## config.mk

```make
export PLATFORM = sky130hd
export DESIGN_NAME = nes_button_events_flat
export DESIGN_NICKNAME = d
export VERILOG_FILES = /design/src/rtl/nes_button_events_pkg.sv /design/src/rtl/nes_button_events_if.sv /design/src/rtl/nes_button_events_fifo.sv /design/src/rtl/nes_button_events.sv /design/src/flat_wrapper.sv
export SDC_FILE = /design/constraint.sdc
export NUM_CORES = 1
export LEC_CHECK = 0
export CORE_AREA = 2 2 110 112
export CTS_CLUSTER_SIZE = 10
export DETAILED_ROUTE_END_ITERATION = 8
export DIE_AREA = 0 0 112 114
export PLACE_DENSITY = 0.52
export SETUP_SLACK_MARGIN = 0.2
export SLEW_MARGIN = 20
export SYNTH_ARGS = -nofsm -noshare
export SYNTH_HDL_FRONTEND = slang
export SYNTH_SLANG_ARGS = --single-unit
```

## constraint.sdc

```tcl
create_clock -name clock -period 4.5 [get_ports clock]
set_input_delay 0.9 -clock clock [delete_from_list [all_inputs] [get_ports clock]]
set_output_delay 0.9 -clock clock [all_outputs]
set_load 0.05 [all_outputs]
```

## src/rtl/nes_button_events_pkg.sv

```systemverilog
// Shared constants and types for the NES button event unit.
// Button indices, event kind encodings and the scan FSM state type.
package nes_pkg;

    localparam logic [2:0] BTN_A      = 3'd0;
    localparam logic [2:0] BTN_B      = 3'd1;
    localparam logic [2:0] BTN_SELECT = 3'd2;
    localparam logic [2:0] BTN_START  = 3'd3;
    localparam logic [2:0] BTN_UP     = 3'd4;
    localparam logic [2:0] BTN_DOWN   = 3'd5;
    localparam logic [2:0] BTN_LEFT   = 3'd6;
    localparam logic [2:0] BTN_RIGHT  = 3'd7;

    localparam logic [1:0] EVT_PRESS   = 2'b00;
    localparam logic [1:0] EVT_RELEASE = 2'b01;
    localparam logic [1:0] EVT_REPEAT  = 2'b10;

    localparam int EVT_W = 5;

    typedef enum logic {
        ST_IDLE = 1'b0,
        ST_SCAN = 1'b1
    } state_t;

    function automatic logic [EVT_W-1:0] evt_pack(
        input logic [1:0] kind,
        input logic [2:0] idx
    );
        return {kind, idx};
    endfunction

endpackage

```

## src/rtl/nes_button_events_if.sv

```systemverilog
// Poll input and event-queue port bundle of the button event unit.
// slave = event unit side, master = poller/consumer side.
interface nes_button_events_if #(
    parameter int FIFO_DEPTH = 8
);
    import nes_pkg::*;

    logic [7:0]                   buttons;
    logic                         buttons_valid;
    logic [EVT_W-1:0]             evt_data;
    logic                         evt_valid;
    logic                         evt_ready;
    logic [$clog2(FIFO_DEPTH):0]  evt_count;
    logic [7:0]                   held;
    logic                         overflow;
    logic                         clear_overflow;

    modport slave (
        input  buttons, buttons_valid, evt_ready, clear_overflow,
        output evt_data, evt_valid, evt_count, held, overflow
    );

    modport master (
        output buttons, buttons_valid, evt_ready, clear_overflow,
        input  evt_data, evt_valid, evt_count, held, overflow
    );

endinterface

```

## src/rtl/nes_button_events_fifo.sv

```systemverilog
// First-word-fall-through FIFO with a registered occupancy counter.
// A push into a full queue succeeds only when a pop frees a slot that cycle.
module event_fifo #(
    parameter int WIDTH = 5,
    parameter int DEPTH = 8
) (
    input  logic                     i_clk,
    input  logic                     i_rst,
    input  logic                     i_push,
    input  logic [WIDTH-1:0]         i_data,
    input  logic                     i_pop,
    output logic [WIDTH-1:0]         o_data,
    output logic                     o_full,
    output logic                     o_empty,
    output logic [$clog2(DEPTH):0]   o_count,
    output logic                     o_drop
);
    localparam int AW = $clog2(DEPTH);
    localparam int CW = AW + 1;

    logic [WIDTH-1:0] r_mem [DEPTH];
    logic [AW-1:0]    r_wr;
    logic [AW-1:0]    r_rd;
    logic [CW-1:0]    r_count;
    logic             w_push;
    logic             w_pop;

    assign o_full  = (r_count == CW'(DEPTH));
    assign o_empty = (r_count == '0);
    assign w_pop   = i_pop && !o_empty;
    assign w_push  = i_push && (!o_full || w_pop);
    assign o_drop  = i_push && !w_push;
    assign o_count = r_count;
    assign o_data  = o_empty ? '0 : r_mem[r_rd];

    always_ff @(posedge i_clk) begin
        if (w_push) r_mem[r_wr] <= i_data;
    end

    always_ff @(posedge i_clk or posedge i_rst) begin
        if (i_rst) begin
            r_wr    <= '0;
            r_rd    <= '0;
            r_count <= '0;
        end else begin
            if (w_push) r_wr <= r_wr + 1'b1;
            if (w_pop)  r_rd <= r_rd + 1'b1;
            if (w_push && !w_pop)
                r_count <= r_count + CW'(1);
            else if (w_pop && !w_push)
                r_count <= r_count - CW'(1);
        end
    end

endmodule

```

## src/rtl/nes_button_events.sv

```systemverilog
// Turns per-poll NES button snapshots into queued press/release/repeat
// events, scanning one button index per cycle after each accepted poll.
module nes_button_events
    import nes_pkg::*;
#(
    parameter int         REPEAT_DELAY = 30,
    parameter int         REPEAT_RATE  = 6,
    parameter logic [7:0] REPEAT_MASK  = 8'hF0,
    parameter int         FIFO_DEPTH   = 8
) (
    input  logic                 clock,
    input  logic                 reset,
    nes_button_events_if.slave   bus
);
    localparam int CW = $clog2(REPEAT_DELAY + REPEAT_RATE + 1);
    localparam logic [CW-1:0] C_DLY = CW'(REPEAT_DELAY);
    localparam logic [CW-1:0] C_TOP = CW'(REPEAT_DELAY + REPEAT_RATE);

    state_t           r_state;
    state_t           w_state_nxt;
    logic [2:0]       r_idx;
    logic [7:0]       r_held;
    logic [7:0]       r_press;
    logic [7:0]       r_rel;
    logic [7:0]       r_rpt;
    logic [CW-1:0]    r_cnt;
    logic             r_ovf;

    logic             w_accept;
    logic             w_push;
    logic [1:0]       w_kind;
    logic [7:0]       w_m;
    logic [7:0]       w_rpt;
    logic [CW-1:0]    w_cnt_nxt;
    logic [CW-1:0]    w_cnt_inc;
    logic             w_drop;
    logic             w_ovf_set;

    // Repeat counter only tracks the masked buttons held unchanged.
    always_comb begin
        w_m       = bus.buttons & REPEAT_MASK;
        w_cnt_inc = r_cnt + CW'(1);
        w_cnt_nxt = '0;
        w_rpt     = '0;
        if (w_m != '0 && w_m == (r_held & REPEAT_MASK)) begin
            w_cnt_nxt = w_cnt_inc;
            if (w_cnt_inc == C_DLY) begin
                w_rpt = w_m;
            end else if (w_cnt_inc == C_TOP) begin
                w_rpt     = w_m;
                w_cnt_nxt = C_DLY;
            end
        end
    end

    always_comb begin
        w_state_nxt = r_state;
        w_accept    = 1'b0;
        w_push      = 1'b0;
        w_kind      = EVT_PRESS;
        unique case (r_state)
            ST_IDLE: begin
                if (bus.buttons_valid) begin
                    w_accept    = 1'b1;
                    w_state_nxt = ST_SCAN;
                end
            end
            ST_SCAN: begin
                if (r_press[r_idx]) begin
                    w_push = 1'b1;
                    w_kind = EVT_PRESS;
                end else if (r_rel[r_idx]) begin
                    w_push = 1'b1;
                    w_kind = EVT_RELEASE;
                end else if (r_rpt[r_idx]) begin
                    w_push = 1'b1;
                    w_kind = EVT_REPEAT;
                end
                if (r_idx == 3'd7) w_state_nxt = ST_IDLE;
            end
            default: w_state_nxt = ST_IDLE;
        endcase
    end

    assign w_ovf_set = w_drop ||
                       (r_state == ST_SCAN && bus.buttons_valid);

    always_ff @(posedge clock or posedge reset) begin
        if (reset) begin
            r_state <= ST_IDLE;
            r_idx   <= '0;
            r_held  <= '0;
            r_press <= '0;
            r_rel   <= '0;
            r_rpt   <= '0;
            r_cnt   <= '0;
            r_ovf   <= 1'b0;
        end else begin
            r_state <= w_state_nxt;
            if (w_accept) begin
                r_press <= bus.buttons & ~r_held;
                r_rel   <= ~bus.buttons & r_held;
                r_rpt   <= w_rpt;
                r_held  <= bus.buttons;
                r_cnt   <= w_cnt_nxt;
                r_idx   <= '0;
            end else if (r_state == ST_SCAN) begin
                r_idx <= r_idx + 3'd1;
            end
            if (w_ovf_set)
                r_ovf <= 1'b1;
            else if (bus.clear_overflow)
                r_ovf <= 1'b0;
        end
    end

    event_fifo #(
        .WIDTH (EVT_W),
        .DEPTH (FIFO_DEPTH)
    ) u_fifo (
        .i_clk   (clock),
        .i_rst   (reset),
        .i_push  (w_push),
        .i_data  (evt_pack(w_kind, r_idx)),
        .i_pop   (bus.evt_ready),
        .o_data  (bus.evt_data),
        .o_full  (),
        .o_empty (),
        .o_count (bus.evt_count),
        .o_drop  (w_drop)
    );

    assign bus.evt_valid = (bus.evt_count != '0);
    assign bus.held      = r_held;
    assign bus.overflow  = r_ovf;

endmodule

```

## src/flat_wrapper.sv

```systemverilog
// flat-port wrapper written by rule: the top's interface ports become plain ports
module nes_button_events_flat import nes_pkg::*;
#(
    parameter int         REPEAT_DELAY = 30,
    parameter int         REPEAT_RATE  = 6,
    parameter logic [7:0] REPEAT_MASK  = 8'hF0,
    parameter int         FIFO_DEPTH   = 8
)
  (clock, reset, bus_buttons, bus_buttons_valid, bus_evt_ready, bus_clear_overflow, bus_evt_data, bus_evt_valid, bus_evt_count, bus_held, bus_overflow);
  nes_button_events_if #(.FIFO_DEPTH(FIFO_DEPTH)) bus_i ();
  input  logic clock;
  input  logic reset;
  input wire logic [$bits(bus_i.buttons)-1:0] bus_buttons;
  input wire logic [$bits(bus_i.buttons_valid)-1:0] bus_buttons_valid;
  input wire logic [$bits(bus_i.evt_ready)-1:0] bus_evt_ready;
  input wire logic [$bits(bus_i.clear_overflow)-1:0] bus_clear_overflow;
  output wire logic [$bits(bus_i.evt_data)-1:0] bus_evt_data;
  output wire logic [$bits(bus_i.evt_valid)-1:0] bus_evt_valid;
  output wire logic [$bits(bus_i.evt_count)-1:0] bus_evt_count;
  output wire logic [$bits(bus_i.held)-1:0] bus_held;
  output wire logic [$bits(bus_i.overflow)-1:0] bus_overflow;
  assign bus_i.buttons = bus_buttons;
  assign bus_i.buttons_valid = bus_buttons_valid;
  assign bus_i.evt_ready = bus_evt_ready;
  assign bus_i.clear_overflow = bus_clear_overflow;
  assign bus_evt_data = bus_i.evt_data;
  assign bus_evt_valid = bus_i.evt_valid;
  assign bus_evt_count = bus_i.evt_count;
  assign bus_held = bus_i.held;
  assign bus_overflow = bus_i.overflow;
  nes_button_events #(.REPEAT_DELAY(REPEAT_DELAY), .REPEAT_RATE(REPEAT_RATE), .REPEAT_MASK(REPEAT_MASK), .FIFO_DEPTH(FIFO_DEPTH)) u_core (.clock(clock), .reset(reset), .bus(bus_i));
endmodule
```

* After elaboration in Yosys (flattened, before gate mapping)
Memory sizes are Yosys's and may differ from the RTL's.
Cells that the tools add are included.
Widths: inputs -> output; s select.
** Operators by class
- Add/subtract/negate cells :: 6
- Magnitude comparators :: 1
- Equality and inequality tests :: 5
- Multiplexer cells :: 33
- Bitwise operators :: 5
- Reductions and logical operators :: 19
** Operators by type and width (count)
- $mux 8 :: 3
- $mux 6 :: 3
- $and 8x8->8 :: 2
- $not 8->8 :: 2
- $mux 1 :: 14
- $add 3x1->3 const B :: 3
- $bmux 1 s3 :: 3
- $mux 2 :: 4
- $mux 4 :: 2
- $reduce_bool 8->1 :: 1
- $logic_and 1x1->1 :: 7
- $add 6x1->6 const B :: 1
- $eq 6x5->1 const B :: 1
- $eq 6x6->1 const B :: 1
- $mux 3 :: 2
- $reduce_bool 2->1 :: 3
- $mux 5 :: 1
- $add 4x1->4 const B :: 1
- $eq 4x4->1 :: 1
- $eq 4x4->1 const B :: 1
- $logic_not 1->1 :: 4
- $logic_not 4->1 :: 1
- $lt 3x4->1 const B :: 1
- $reduce_bool 4->1 :: 1
- other kinds (5) :: 6
** Storage, ports and cells
- Register bits after elaboration :: 53
- Bits in writable memories :: 40
- Input port bits :: 13
- Output and inout bits :: 19
- Word-level logic and storage cells :: 81
- Memories kept :: 1
** Memory list
- u_core.u_fifo.r_mem :: words 8, bits a word 5, read ports 1, clocked after memory_dff 0, write ports 1, line nes_button_events_fifo.sv:21 : logic [WIDTH-1:0] r_mem [DEPTH];

* Logic depth before layout (Yosys ltp)
Gate-level depths: netlist of the first run.
- Depth in word-level cells :: 11
- Depth in mapped cells :: 13
- Gate-level depth less buffers :: 12

* Hierarchy
From an unflattened synthesis of the first run, not the netlist that was laid out.
** Second synthesis, totals
- Cell total of the unflattened synthesis :: 321
- Area total of the unflattened synthesis :: 4196.5 sq um
** Modules (own cells, without submodules)
- event_fifo :: times used 1, cells an instance 124, area an instance 2159.6 sq um, seq. area each 1451.4 sq um
- nes_button_events :: times used 1, cells an instance 197, area an instance 2037.0 sq um, seq. area each 975.9 sq um

* Least setup slack after synthesis of the first run
OpenSTA, ideal clock, no wires.
- Path type :: flip-flop to flip-flop
- Start :: reg u_core.u_fifo.r_count[0], in the netlist u_core.u_fifo.o_count[0]
- End :: reg u_core.u_fifo.r_count[3], in the netlist u_core.u_fifo.o_count[3]
- Setup time :: 0.145 ns
- Data arrival time :: 3.100 ns
- Required time :: 4.355 ns
- Setup slack :: 1.255 ns
- Stages on the path, launching flop included :: 12
- Path buffers :: 0
- Clock period less this slack :: 3.245 ns
- Cells stage by stage :: dfrtp_1 nor4_1 inv_1 nand2_1 ha_1 inv_1 ha_1 a21o_1 a21oi_1 xnor2_1 nor2_1 xor2_1
** On the way
- Cells in the longest elaborated chain, start to end :: 8
- Elaborated cells on any way between the ends :: 16
- Classes of those cells :: 2 x add/sub; 1 x eq/ne; 2 x mux; 11 x reduce/logical
** Ends and longest elaborated chain
- start, declared :: line nes_button_events_fifo.sv:24 : logic [CW-1:0] r_count;
- start signal, assigned :: line nes_button_events_fifo.sv:49 : r_count <= r_count + CW'(1);
- start signal, assigned :: line nes_button_events_fifo.sv:51 : r_count <= r_count - CW'(1);
- parallel branches: the longest is 8 deep, another holds $sub 4x1->4
Parallel ways; which one is timed is not known. The select of a mux whose other input is x is not followed.
A chain may end at the register's enable or synchronous reset.

* Final worst setup path of the first run
- Start :: reg u_core.u_fifo.r_rd[0]
- End :: out bus_evt_data[1]
** On the way
- Cells in the longest elaborated chain, start to end :: 2
** Ends and longest elaborated chain
- start, declared :: line nes_button_events_fifo.sv:23 : logic [AW-1:0] r_rd;
- start signal, assigned :: line nes_button_events_fifo.sv:47 : if (w_pop) r_rd <= r_rd + 1'b1;
- $mem_v2 8x5
- $mux 5 :: line nes_button_events_fifo.sv:34 : assign o_data = o_empty ? '0 : r_mem[r_rd];
- end, declared :: line flat_wrapper.sv:17 : output wire logic [$bits(bus_i.evt_data)-1:0] bus_evt_data;
No other way between the ends.

==> flow_metrics.tcl, run 1 <==
set metrics [dict create \
    status "finished, final reports clean" \
    async_reset_ff_frac 0.551 \
    grt_pass1_wl_um 13000 \
    antenna_found_initial 0 \
    p_leak_nw 1.91 \
    cts_tree "built" \
    core_sq_um 11700 \
    ctsRootBufferMaster "clkbuf_16" \
    fillerInstances 1130 \
    drc 0 \
    postCtsSetupBuffers 0 \
    post_drt_via_cell_ratio 4.98 \
    clk_latency_ns 0.35 \
    hold_ws_ns 0.484 \
    max-clock-path-buffers 2 \
    hold_viol_final 0 \
    syn_area_sq_um 4100 \
    path_class "flop to primary output" \
    slew_headroom 0.308 \
    grt_max_degree 50 \
    h-tree-depth 3 \
    numCtsBuffers 9 \
    place_area_sq_um 4560 \
    ys.flop_type "dfrtp_1" \
    io_buffers 31 \
    cp-end-kind "primary output" \
    critical_path_arrival_ns 2.69 \
    setup_viol 0 \
    die_area_sq_um 12800 \
    fmax_mhz 279 \
    firstDrtPassIters 4 \
    fin_crit_sh 0.797 \
    synth-seq-cells 89 \
    postCtsResizedCells 0 \
    avgSynthCellArea_sq_um 13.3 \
    rsz0062_at_grt "no" \
    start_util 0.350 \
    synth-seq-area-share 0.592 \
    synth_enable_flop_cells 40 \
    fin_tns_setup_ns 0 \
    ctsHoldBuffers 0 \
    clock-sinks 89 \
    ios 32 \
    place_hpwl_um 5320 \
    ys_warn_count 0 \
    drive_gt1_frac 0.134 \
    ys_types 40 \
    vias 2444 \
    pwr_density_cell_nw_per_um2 777 \
    final_core_util 0.413 \
    n_antenna_cell 0 \
    wl_um 7810 \
    cp.required_ns 3.60 \
    num_rows 40 \
    worstMarginPinSlew_ns 1.03 \
    min_period_ns 3.59 \
    ant_nets 0 \
    grt_pass1_vias 2451 \
    final_nets 370 \
    clk_pin_slew_ns 0.06 \
    grtUsageTotal 0.134 \
    syn_inst 309 \
    syn_nets 340 \
    cp_max_fo 12 \
    wire_per_inst_um 15.9 \
    maxCapViolations 0 \
    first_iter_violations 132 \
    ir_drop_uv 561 \
    grt_overflow 0 \
    clock_skew_ns 0.00918 \
    die_w_um 112 \
    hp-class "flop to flop" \
    gp_congestion 0.747 \
    slew_viol_final 0 \
    stdcell_area_sq_um 4830 \
    fp.dieH_um 114 \
    startpoint_type "flop" \
    area_growth_pct 17.8 \
]
[cell usage after synthesis, types with 2 or more instances]
library cell | n | share of area
xnor2_1 | 8 | 0.017
a22oi_1 | 2 | 0.0037
inv_1 | 15 | 0.014
dfrtp_1 | 49 | 0.30
nand4_1 | 3 | 0.0046
nor2_1 | 19 | 0.017
nand2b_1 | 10 | 0.015
nand2_1 | 22 | 0.020
clkbuf_1 | 12 | 0.011
a22o_1 | 4 | 0.0085
nand3_1 | 5 | 0.0061
a31oi_1 | 2 | 0.0030
o21ai_0 | 25 | 0.030
mux2_2 | 15 | 0.041
nor3_1 | 3 | 0.0037
and2_1 | 3 | 0.0046
mux4_2 | 13 | 0.071
nand3b_1 | 4 | 0.0073
nor2b_1 | 5 | 0.0076
or3_1 | 4 | 0.0061
xor2_1 | 2 | 0.0043
edfxtp_1 | 40 | 0.29
mux2i_1 | 10 | 0.024
nor4_1 | 2 | 0.0030
ha_1 | 17 | 0.052
[kinds of logic (layout without fill, tap and decap cells)]
logic type | Yosys count | after routing | synth area share
simple gates | 85 | 85 | 0.106
xor+xnor | 10 | 10 | 0.0213
compound gates | 39 | 39 | 0.0573
fa+ha+maj | 18 | 18 | 0.0567
buf+inv | 29 | 64 | 0.0268
mux | 39 | 39 | 0.140
flops | 89 | 89 | 0.592
[layout by cell type, fill, tap and decap left out, types with 5 or more instances in the layout]
cell type | Yosys | layout
clkbuf_16 | 0 | 9
clkdlybuf4s50_1 | 0 | 31
dfrtp_1 | 49 | 49
edfxtp_1 | 40 | 40
ha_1 | 17 | 17
inv_1 | 15 | 14
mux2_2 | 15 | 15
mux2i_1 | 10 | 10
mux4_2 | 13 | 13
nand2_1 | 22 | 22
nand2b_1 | 10 | 10
nand3_1 | 5 | 5
nor2_1 | 19 | 19
nor2b_1 | 5 | 5
o21ai_0 | 25 | 25
xnor2_1 | 8 | 8
[final cells by class]
cell class | count | area [sq um] | area share
clock buffer | 10 | 229 | 0.0474
clock inverter | 6 | 45.0 | 0.00932
inverter | 15 | 57.6 | 0.0119
multi-input combinational | 191 | 1570 | 0.324
sequential | 89 | 2430 | 0.502
tap | 147 | 184 | 0.0381
timing repair buffer | 33 | 325 | 0.0673
[registers in the layout, summed over array words and instances (netlist names)]
signal,count
u_core.bus.held,8
u_core.bus.overflow,1
u_core.r_cnt,6
u_core.r_idx,3
u_core.r_press,8
u_core.r_rel,8
u_core.r_rpt,4
u_core.r_state,1
u_core.u_fifo.o_count,4
u_core.u_fifo.r_mem,40
u_core.u_fifo.r_rd,3
u_core.u_fifo.r_wr,3
[routing by layer]
| layer | global-route usage | share of wire |
|---|---|---|
| met1 | 0.168 | 0.47 |
| met4 | 0.0480 | 0.017 |
| met5 | 0 | 0 |
| met3 | 0.0478 | 0.042 |
| met2 | 0.217 | 0.47 |
[worst paths after layout]
check | start | end | slack (ns) | cells after the start
min reg2reg | u_core.r_rel[2] | u_core.r_rel[2] | 0.48 | 2
min in group asynchronous | reset | u_core.u_fifo.o_count[2] | 1.04 | 2
max in group asynchronous | reset | u_core.r_rel[7] | 2.94 | 2
max | u_core.u_fifo.r_rd[0] | bus_evt_data[1] | 0.91 | 4
max reg2reg | u_core.r_idx[1] | u_core.u_fifo.o_count[3] | 1.07 | 12
min | u_core.r_rel[2] | u_core.r_rel[2] | 0.48 | 2
[worst max-delay path, cell delays in order, from the launching register on]
cell and delay, ns:
dfrtp_1 0.80, mux4_2 0.58, mux2i_1 0.20, nor2_1 0.06, clkdlybuf4s50_1 0.70
[report_power, final]
group / switching (mW) / leakage, nW / internal (mW)
registers: 0.288 / 0.989 / 1.18
logic: 0.893 / 0.798 / 0.702
clock network: 0.317 / 0.127 / 0.376
total: 1.50 / 1.91 / 2.26
[stage by stage]
stage	instances	setup slack [ns]	total power, mW
finish	491	0.913	3.75
global route	491	0.768	4.02
CTS	491	0.847	3.81
detailed placement	475	1.04	3.10
global placement	475	1.12	3.07
floorplan	309	1.26	2.62
Note: power is estimated with default switching activity, not from simulation.
==> run 2: changes to the inputs <==
Clock period 4.5 ns to 3.4 ns, I/O delays scaled along.
==> run 2 against run 1 <==
Against the previous run:
- sequential cell count unchanged
- clock-buffer cell count fell by 1
- hold slack better by 0.0015 ns
- clock power rose by 59%
- clock skew shrank 0.0016 ns
- core utilization grew 1.2 points
- first-iteration DRC count down 7.6%
- non-clock buffer count rose by 9
- register-to-register slack got worse by 0.70 ns
- critical path depth rose by 1
- power rose by 39%
- critical endpoint is now bus_evt_data[2]
==> flow_metrics.tcl, run 2 (synthesis results as in run 1) <==
set metrics [dict create \
    status "finished, final reports clean" \
    top_register "u_core.u_fifo.r_mem" \
    grtUsageTotal 0.140 \
    largest_reg_flops 40 \
    rsz0062_at_grt "yes" \
    grt_pass1_vias 2688 \
    place_ws_ns 0.183 \
    seq_area_sq_um 2430 \
    hold_viol_final 0 \
    stdcell_area_sq_um 4970 \
    grt_overflow 0 \
    path_class "flop to primary output" \
    seqPwrFrac 0.352 \
    drc 0 \
    cp-end-kind "primary output" \
    n_antenna_cell 0 \
    h-tree-depth 3 \
    place_area_sq_um 4620 \
    fmax_mhz 330 \
    setup_viol 0 \
    post_drt_via_cell_ratio 4.91 \
    min_period_ns 3.03 \
    pwr_density_cell_nw_per_um2 1050 \
    worst_slack_ns 0.373 \
    max-clock-path-buffers 2 \
    first_iter_violations 122 \
    area_growth_pct 21.3 \
    critPathSlowestCell "clkdlybuf4s50_1" \
    wire_per_inst_um 15.9 \
    ctsRootBufferMaster "clkbuf_16" \
    start_util 0.350 \
    max_stage_delay_ns 0.69 \
    fin_crit_sh 0.890 \
    crit_family "buffers and inverters" \
    ctsHoldBuffers 0 \
    final_cell_mix "dfrtp_1 (48), edfxtp_1 (40), clkdlybuf4s50_1 (29)" \
    die_w_um 112 \
    clk_latency_ns 0.34 \
    grt_max_degree 49 \
    grt_pass1_wl_um 13800 \
    power.internal_mw 3.21 \
    p_leak_nw 2.01 \
    fin_tns_setup_ns 0 \
    firstDrtPassIters 5 \
    gp_congestion 0.714 \
    wl_um 7940 \
    fp.dieH_um 114 \
    netSwitchingFraction 0.388 \
    numCtsBuffers 9 \
    cp_cell_sequence "buf_4 > mux4_2 > mux2i_1 > nor2_1 > clkdlybuf4s50_1" \
    p_switching_mw 2.03 \
    cp.required_ns 2.72 \
    fillerInstances 1128 \
    maxCapViolations 0 \
    multi_input_area_sq_um 1580 \
    slew_viol_final 0 \
    core_sq_um 11700 \
    vias 2455 \
    slew_headroom 0.430 \
    clk_pin_slew_ns 0.07 \
    p_comb_frac 0.439 \
    num_rows 40 \
    io_buffers 31 \
    crit_buf_inv 2 \
    ant_nets 0 \
    final_core_util 0.425 \
    ios 32 \
    critical_path_arrival_ns 2.35 \
    hp-class "flop to flop" \
    cts_tree "built" \
    ir_drop_uv 506 \
    layout_commonest_cell "dfrtp_1" \
    final_nets 379 \
    antenna_found_initial 0 \
    place_hpwl_um 5580 \
    drive_gt1_frac 0.173 \
    startpoint_type "flop" \
    die_area_sq_um 12800 \
    clock-sinks 89 \
    clockPowerShare 0.210 \
    worstMarginPinSlew_ns 0.849 \
    cp_max_fo 12 \
    clock_skew_ns 0.00763 \
]
run 2: cell count changes in the layout (fill, tap and decap cells not counted), sizes merged:
cell | before | now
buf | 2 | 11
bufinv | 0 | 2
clkbuf | 10 | 9
clkdlybuf4s50 | 31 | 29
clkinv | 4 | 0
clkinvlp | 2 | 1
dlymetal6s2s | 0 | 2
inv | 15 | 19
run 2: layout make-up:
cell class | count | area share
clock inverter | 7 | 0.0216
inverter | 15 | 0.0113
sequential | 89 | 0.488
tap | 147 | 0.0370
multi-input combinational | 191 | 0.317
timing repair buffer | 42 | 0.0800
clock buffer | 9 | 0.0453
run 2: worst paths after layout:
kind,start,end,slack [ns],cells past startpoint
hold / removal,u_core.r_rel[2],u_core.r_rel[2],0.49,2
max in group asynchronous,reset,u_core.bus.held[6],2.00,3
setup reg to reg,u_core.r_idx[1],u_core.u_fifo.o_count[3],0.37,12
hold reg to reg,u_core.r_rel[2],u_core.r_rel[2],0.49,2
min in group asynchronous,reset,u_core.u_fifo.o_count[0],0.76,2
setup / recovery,u_core.u_fifo.r_rd[0],bus_evt_data[2],0.37,5
run 2: per-stage QoR:
stage / instances / hold slack [ns] / power, mW
after floorplan: 309 / 0.445 / 3.48
after global placement: 482 / 0.475 / 4.13
after detailed placement: 482 / 0.476 / 4.16
after CTS: 498 / 0.494 / 5.28
after global routing: 500 / 0.528 / 5.63
final: 500 / 0.485 / 5.24
run 2: worst register-to-register path, cell delays in order, from the launching register on:
cell and delay [ns]:
dfrtp_2 0.40, mux4_2 0.52, mux2_2 0.29, a211o_1 0.29, and3_4 0.20, ha_1 0.22, inv_2 0.08, ha_1 0.23
a21o_1 0.19, a21oi_2 0.14, xnor2_1 0.13, nor2_1 0.06, xor2_1 0.14
run 2: per-layer routing:
layer  up-vias  GRT usage  wire length (um)
met5         -          0                 0
met4         0     0.0569               105
met3         6     0.0361               216
met2        39      0.225              3830
met1      1212      0.182              3790
li1       1198          -                 -
run 2: power groups by stage:
stage	registers, mW	clock network (mW)	logic [mW]
final	1.84	1.10	2.30
after global routing	1.90	1.18	2.55
after CTS	1.85	1.12	2.31
after detailed placement	1.86	0	2.30
after global placement	1.85	0	2.28
after floorplan	2.03	0	1.45
run 2: timing repair:
action	CTS	global route
setup endpoints to repair	1	3
pin swaps	0	1
endpoints found under the hold margin	0	0
buffers inserted	0	2
gates resized for setup	1	4
